### src/rtl/csi_capture_ctrl_pkg.sv
// Shared definitions for the CSI frame capture sequencer.
package csi_pkg;

   localparam int unsigned CSI_DATA_W = 16;

   typedef enum logic [2:0] {
      ST_IDLE,
      ST_WAIT_FS,
      ST_SKIP,
      ST_CAPTURE,
      ST_DONE
   } cap_state_e;

endpackage

### src/rtl/csi_capture_ctrl_if.sv
// Pixel stream in from the packet handler and write port out to the frame buffer.
interface csi_capture_ctrl_if #(
   parameter int unsigned DATA_W = csi_pkg::CSI_DATA_W,
   parameter int unsigned ADDR_W = 20
) ();

   logic [DATA_W-1:0] pix_data;
   logic              pix_valid;
   logic              frame_active;
   logic              wr_ready;
   logic              wr_en;
   logic [ADDR_W:0]   wr_addr;
   logic [DATA_W-1:0] wr_data;

   modport slave (
      input  pix_data, pix_valid, frame_active, wr_ready,
      output wr_en, wr_addr, wr_data
   );

   modport master (
      output pix_data, pix_valid, frame_active, wr_ready,
      input  wr_en, wr_addr, wr_data
   );

endinterface

### src/rtl/csi_capture_ctrl_edge_det.sv
// Registered rise/fall detector; the reset value decides what a level held through reset looks like.
module csi_edge_det #(
   parameter logic RST_VAL = 1'b1
) (
   input  logic clk,
   input  logic reset,
   input  logic sig_i,
   output logic rise_o,
   output logic fall_o
);

   logic sig_q;

   always_ff @(posedge clk or negedge reset) begin
      if (!reset) sig_q <= RST_VAL;
      else        sig_q <= sig_i;
   end

   assign rise_o = sig_i & ~sig_q;
   assign fall_o = ~sig_i & sig_q;

endmodule

### src/rtl/csi_capture_ctrl.sv
// Frame capture sequencer: arm, skip N frames, capture whole frames into a ping-pong buffer.
module csi_capture_ctrl
   import csi_pkg::*;
#(
   parameter int unsigned DATA_W = CSI_DATA_W,
   parameter int unsigned ADDR_W = 20,
   parameter int unsigned SKIP_W = 4
) (
   input  logic              clk,
   input  logic              reset,
   input  logic              cfg_start,
   input  logic              cfg_abort,
   input  logic              cfg_continuous,
   input  logic [SKIP_W-1:0] cfg_skip,
   input  logic [ADDR_W-1:0] cfg_frame_words,
   csi_capture_ctrl_if.slave px,
   output logic              busy,
   output logic              frame_done,
   output logic              buf_last,
   output logic [7:0]        frame_cnt,
   output logic              err_overflow,
   output logic              err_size
);

   cap_state_e        state_q, state_d;
   logic              buf_sel_q, buf_sel_d;
   logic              buf_last_q, buf_last_d;
   logic [7:0]        frame_cnt_q, frame_cnt_d;
   logic              err_ovf_q, err_ovf_d;
   logic              err_size_q, err_size_d;
   logic              cont_q, cont_d;
   logic [SKIP_W-1:0] skip_q, skip_d;
   logic [ADDR_W-1:0] fw_q, fw_d;
   logic [ADDR_W-1:0] idx_q, idx_d;
   logic              wr_pend_q, wr_pend_d;
   logic [DATA_W-1:0] wr_data_q, wr_data_d;
   logic [ADDR_W:0]   wr_addr_q, wr_addr_d;
   logic              fs, fe;

   csi_edge_det #(.RST_VAL(1'b1)) u_fa_edge (
      .clk    (clk),
      .reset  (reset),
      .sig_i  (px.frame_active),
      .rise_o (fs),
      .fall_o (fe)
   );

   always_comb begin
      state_d     = state_q;
      buf_sel_d   = buf_sel_q;
      buf_last_d  = buf_last_q;
      frame_cnt_d = frame_cnt_q;
      err_ovf_d   = err_ovf_q;
      err_size_d  = err_size_q;
      cont_d      = cont_q;
      skip_d      = skip_q;
      fw_d        = fw_q;
      idx_d       = idx_q;
      wr_pend_d   = 1'b0;
      wr_data_d   = wr_data_q;
      wr_addr_d   = wr_addr_q;
      frame_done  = 1'b0;

      // The stream cannot stall, so a refused write is lost and only flagged.
      if (wr_pend_q && !px.wr_ready) err_ovf_d = 1'b1;

      unique case (state_q)
         ST_IDLE: begin
            if (cfg_start) begin
               cont_d      = cfg_continuous;
               skip_d      = cfg_skip;
               fw_d        = (cfg_frame_words == '0) ? ADDR_W'(1) : cfg_frame_words;
               err_ovf_d   = 1'b0;
               err_size_d  = 1'b0;
               frame_cnt_d = '0;
               state_d     = ST_WAIT_FS;
            end
         end
         ST_WAIT_FS: begin
            if (fs) begin
               idx_d   = '0;
               state_d = (skip_q != '0) ? ST_SKIP : ST_CAPTURE;
            end
         end
         ST_SKIP: begin
            if (fe) begin
               skip_d  = skip_q - 1'b1;
               state_d = ST_WAIT_FS;
            end
         end
         ST_CAPTURE: begin
            if (px.pix_valid) begin
               if (idx_q < fw_q) begin
                  wr_pend_d = 1'b1;
                  wr_data_d = px.pix_data;
                  wr_addr_d = {buf_sel_q, idx_q};
                  idx_d     = idx_q + 1'b1;
               end else begin
                  err_size_d = 1'b1;
               end
            end
            if (fe) begin
               if (idx_d != fw_q) err_size_d = 1'b1;
               state_d = ST_DONE;
            end
         end
         ST_DONE: begin
            frame_done  = 1'b1;
            buf_last_d  = buf_sel_q;
            buf_sel_d   = ~buf_sel_q;
            frame_cnt_d = frame_cnt_q + 8'd1;
            state_d     = cont_q ? ST_WAIT_FS : ST_IDLE;
         end
         default: state_d = ST_IDLE;
      endcase

      // Abort overrides every update above, including a simultaneous start.
      if (cfg_abort) begin
         state_d     = ST_IDLE;
         wr_pend_d   = 1'b0;
         frame_done  = 1'b0;
         buf_sel_d   = buf_sel_q;
         buf_last_d  = buf_last_q;
         frame_cnt_d = frame_cnt_q;
         err_ovf_d   = err_ovf_q;
         err_size_d  = err_size_q;
      end
   end

   always_ff @(posedge clk or negedge reset) begin
      if (!reset) begin
         state_q     <= ST_IDLE;
         buf_sel_q   <= 1'b0;
         buf_last_q  <= 1'b0;
         frame_cnt_q <= '0;
         err_ovf_q   <= 1'b0;
         err_size_q  <= 1'b0;
         cont_q      <= 1'b0;
         skip_q      <= '0;
         fw_q        <= '0;
         idx_q       <= '0;
         wr_pend_q   <= 1'b0;
         wr_data_q   <= '0;
         wr_addr_q   <= '0;
      end else begin
         state_q     <= state_d;
         buf_sel_q   <= buf_sel_d;
         buf_last_q  <= buf_last_d;
         frame_cnt_q <= frame_cnt_d;
         err_ovf_q   <= err_ovf_d;
         err_size_q  <= err_size_d;
         cont_q      <= cont_d;
         skip_q      <= skip_d;
         fw_q        <= fw_d;
         idx_q       <= idx_d;
         wr_pend_q   <= wr_pend_d;
         wr_data_q   <= wr_data_d;
         wr_addr_q   <= wr_addr_d;
      end
   end

   assign px.wr_en      = wr_pend_q & px.wr_ready & ~cfg_abort;
   assign px.wr_addr    = wr_addr_q;
   assign px.wr_data    = wr_data_q;
   assign busy          = (state_q != ST_IDLE);
   assign buf_last      = buf_last_q;
   assign frame_cnt     = frame_cnt_q;
   assign err_overflow  = err_ovf_q;
   assign err_size      = err_size_q;

endmodule
### src/flat_wrapper.sv
// flat-port wrapper written by rule: the top's interface ports become plain ports
module csi_capture_ctrl_flat import csi_pkg::*;
#(
   parameter int unsigned DATA_W = CSI_DATA_W,
   parameter int unsigned ADDR_W = 20,
   parameter int unsigned SKIP_W = 4
)
  (clk, reset, cfg_start, cfg_abort, cfg_continuous, cfg_skip, cfg_frame_words, busy, frame_done, buf_last, frame_cnt, err_overflow, err_size, px_pix_data, px_pix_valid, px_frame_active, px_wr_ready, px_wr_en, px_wr_addr, px_wr_data);
  csi_capture_ctrl_if #(.DATA_W(DATA_W), .ADDR_W(ADDR_W)) px_i ();
  input  logic clk;
  input  logic reset;
  input  logic cfg_start;
  input  logic cfg_abort;
  input  logic cfg_continuous;
  input  logic [SKIP_W-1:0] cfg_skip;
  input  logic [ADDR_W-1:0] cfg_frame_words;
  output logic busy;
  output logic frame_done;
  output logic buf_last;
  output logic [7:0] frame_cnt;
  output logic err_overflow;
  output logic err_size;
  input wire logic [$bits(px_i.pix_data)-1:0] px_pix_data;
  input wire logic [$bits(px_i.pix_valid)-1:0] px_pix_valid;
  input wire logic [$bits(px_i.frame_active)-1:0] px_frame_active;
  input wire logic [$bits(px_i.wr_ready)-1:0] px_wr_ready;
  output wire logic [$bits(px_i.wr_en)-1:0] px_wr_en;
  output wire logic [$bits(px_i.wr_addr)-1:0] px_wr_addr;
  output wire logic [$bits(px_i.wr_data)-1:0] px_wr_data;
  assign px_i.pix_data = px_pix_data;
  assign px_i.pix_valid = px_pix_valid;
  assign px_i.frame_active = px_frame_active;
  assign px_i.wr_ready = px_wr_ready;
  assign px_wr_en = px_i.wr_en;
  assign px_wr_addr = px_i.wr_addr;
  assign px_wr_data = px_i.wr_data;
  csi_capture_ctrl #(.DATA_W(DATA_W), .ADDR_W(ADDR_W), .SKIP_W(SKIP_W)) u_core (.clk(clk), .reset(reset), .cfg_start(cfg_start), .cfg_abort(cfg_abort), .cfg_continuous(cfg_continuous), .cfg_skip(cfg_skip), .cfg_frame_words(cfg_frame_words), .px(px_i), .busy(busy), .frame_done(frame_done), .buf_last(buf_last), .frame_cnt(frame_cnt), .err_overflow(err_overflow), .err_size(err_size));
endmodule
### config.mk
export PLATFORM = sky130hd
export DESIGN_NAME = csi_capture_ctrl_flat
export DESIGN_NICKNAME = d
export VERILOG_FILES = /design/src/rtl/csi_capture_ctrl_pkg.sv /design/src/rtl/csi_capture_ctrl_if.sv /design/src/rtl/csi_capture_ctrl_edge_det.sv /design/src/rtl/csi_capture_ctrl.sv /design/src/flat_wrapper.sv
export SDC_FILE = /design/constraint.sdc
export NUM_CORES = 1
export LEC_CHECK = 0
export BUFFER_PORTS_ARGS = -buffer_cell sky130_fd_sc_hd__buf_2
export CORE_UTILIZATION = 55
export CTS_CLUSTER_SIZE = 24
export DETAILED_ROUTE_END_ITERATION = 6
export GPL_ROUTABILITY_DRIVEN = 0
export PLACE_DENSITY = 0.88
export SLEW_MARGIN = 40
export SYNTH_ARGS = -nofsm -noshare
export SYNTH_HDL_FRONTEND = slang
export SYNTH_SLANG_ARGS = --single-unit
### constraint.sdc
create_clock -name clk -period 3.12 [get_ports clk]
set_clock_uncertainty 0.1 [all_clocks]
set_input_delay 0.312 -clock clk [delete_from_list [all_inputs] [get_ports clk]]
set_output_delay 0.312 -clock clk [all_outputs]
set_load 0.02 [all_outputs]
==> flow_metrics.tcl <==
set metrics [dict create \
    layout_setup_ws_ns 0.0624 \
    seq_area_sq_um 2480 \
    rsz0062_at_grt "yes" \
    ys_seq_area_frac 0.440 \
    postRouteAntennaNets 0 \
    path_buf_inv 1 \
    synthArstFlopShare 1.00 \
    yosysUniqueCellTypes 62 \
    p_leak_nw 3.36 \
    min_period_over_period 0.980 \
    die_w_um 103 \
    mostFrequentLayoutCells "97 x buf_2, 96 x dfrtp_1, 68 x o21ai_0" \
    setup_violations 0 \
    clock_sinks 99 \
    p_per_area_nw_per_um2 598 \
    fin_crit_ns 3.06 \
    yosys_warnings 0 \
    layout.nets 774 \
    cts.path.max_buffers 2 \
    final_common_cell "buf_2" \
    wl_per_cell_um 18.0 \
    port_buffers 98 \
    syn-cell-area_sq_um 5630 \
    synth-edff-count 0 \
    hold_violations 0 \
    r2r_setup_slack_ns 0.06 \
    antenna_cells 0 \
    worst_ep_arrival_time_ns 3.23 \
    holdCritStartpoint "cfg_frame_words[6]" \
    r2r-end "u_core.err_size" \
    crit_path_end_kind "register" \
    rows 36 \
    min_to "u_core.fw_q[6]" \
    crit_type "register to register" \
    grt_antenna_before_repair 0 \
    whs_path_depth 3 \
    fin_area_sq_um 6660 \
    fin_util 0.675 \
    whs_ns 0.0320 \
    min_path_type "input pin to register" \
    startpoint_type "register" \
    r2r-start "u_core.fw_q[1]" \
    placedInstanceArea_sq_um 6380 \
    drc 0 \
    critical_path.top_delay_family "simple AND/OR/NAND/NOR gates" \
    die_y_um 103 \
    dp_slack_ns 0.0930 \
    cts_root_buffer "clkbuf_8" \
    multi_input_area_sq_um 2940 \
    critPathMaxFanout 7 \
    htreeDepth 3 \
    tns_ns 0 \
    wl_um 15100 \
    fmax_ghz 0.327 \
    grt_max_degree 67 \
    drtPass1Iterations 5 \
    vias 5115 \
    drive_gt1_frac 0.288 \
    r2r_cells 9 \
    critPathMaxStageDelay_ns 0.54 \
    maxSlewHeadroom 0.522 \
    synthCells 586 \
    clock_latency_ns 0.40 \
    ios 99 \
    core-area_sq_um 9860 \
    grt_pass1_vias 4895 \
    synth_area_per_cell_sq_um 9.60 \
    slew_viol_final 0 \
    synth-seq-cells 99 \
    cp_slowest_cell "or4_4" \
    path_clk_slew_ns 0.10 \
    grt_pass1_wl_um 23700 \
    cts_tree "built" \
    viasPerCell 6.08 \
    dp_hpwl_um 10700 \
    synth_flop_cell "dfrtp_1" \
    drv_cap 0 \
    die_area_sq_um 10600 \
    cts_buffers 9 \
    outcome "completed" \
    synthToLayoutAreaGrowth_pct 18.3 \
    drt_iter0_markers 467 \
    path_cells "inv_1 -> ha_1 -> a2111o_1 -> a32o_2 -> or4_4 -> xnor2_1 -> nand4_1 -> nor4_2 -> a31oi_1" \
    initial_core_util 0.571 \
    syn_nets 657 \
    fill_cells 757 \
    cp.required_ns 3.29 \
    overflow 0 \
    ir_drop_v 0.000325 \
    tightestPinTransition_ns 0.713 \
    grt_use_total 0.295 \
]
-- layout make-up --
type / count / area share
tap: 133 / 0.0250
clock buffer: 9 / 0.0186
timing repair buffer: 135 / 0.119
sequential: 99 / 0.373
clock inverter: 7 / 0.00771
multi-input combinational: 432 / 0.442
inverter: 26 / 0.0147
-- synth_stat cells, types with 18 or more instances --
master | n | share of area
dfrtp_1 | 98 | 0.44
o21ai_0 | 70 | 0.062
nand2_1 | 53 | 0.035
mux2_2 | 33 | 0.066
nor2_1 | 31 | 0.021
a21oi_1 | 30 | 0.027
inv_1 | 26 | 0.017
ha_1 | 23 | 0.051
clkbuf_1 | 19 | 0.013
nand4_1 | 19 | 0.021
xnor2_1 | 19 | 0.030
xor2_1 | 18 | 0.028
-- layer usage --
| layer | part of all wire | global-route usage |
|---|---|---|
| met1 | 0.39 | 0.369 |
| met2 | 0.49 | 0.476 |
| met3 | 0.073 | 0.0651 |
| met4 | 0.051 | 0.166 |
| met5 | 0 | 0 |
-- repair_timing --
action,CTS,global route
pin swaps,1,4
resized for setup,2,10
hold buffers,3,0
setup buffers,1,3
hold endpoints to repair,67,0
setup endpoints to repair,1,29
-- power breakdown --
part | internal, W | switching [W]
Combinational | 0.000573 | 0.000876
Sequential | 0.00154 | 0.000218
Clock | 0.000295 | 0.000483
-- tightest hold or removal path, delay by kind of cell --
kind / cells / cell delay (ns)
and+or+nand+nor: 1 / 0.04
buffers and inverters: 1 / 0.09
AOI/OAI and AO/OA: 1 / 0.06
-- registers in the layout, indices dropped and copies added, names as in the netlist --
signal and flops:
u_core.state_q 3, u_core.frame_cnt 8, u_core.buf_last 1, u_core.px.wr_addr 21, u_core.idx_q 20, u_core.wr_pend_q 1
u_core.px.wr_data 16, u_core.err_size 1, u_core.fw_q 20, u_core.buf_sel_q 1, u_core.err_overflow 1, u_core.cont_q 1
u_core.skip_q 4, u_core.u_fa_edge.sig_q 1
-- cell families (layout without fill, tap and decap cells) --
group           after synthesis  count (layout)  synth area share
simple gates                194             194             0.187
mux                          37              37            0.0736
xor+xnor                     37              37            0.0576
flops                        99              99             0.440
buf+inv                      55             177            0.0429
compound gates              141             141             0.147
fa+ha+maj                    23              23            0.0511
-- per-stage QoR --
step | cells | total power, W
2_1_floorplan | 586 | 0.00269
6_report | 841 | 0.00398
3_3_place_gp | 818 | 0.00306
3_5_place_dp | 818 | 0.00314
5_1_grt | 841 | 0.00421
4_1_cts | 838 | 0.00394
-- worst max-delay path by stage --
| stage | start | to | depth (start not counted) |
|---|---|---|---|
| 6_report | u_core.fw_q[1] | u_core.err_size | 9 |
| 5_1_grt | u_core.idx_q[19] | u_core.err_size | 10 |
| 4_1_cts | u_core.idx_q[19] | u_core.err_size | 10 |
| 3_5_place_dp | u_core.idx_q[19] | u_core.err_size | 10 |
| 3_3_place_gp | u_core.idx_q[19] | u_core.err_size | 10 |
| 2_1_floorplan | u_core.idx_q[1] | u_core.err_size | 8 |
Power figures use the tool's default switching activity.
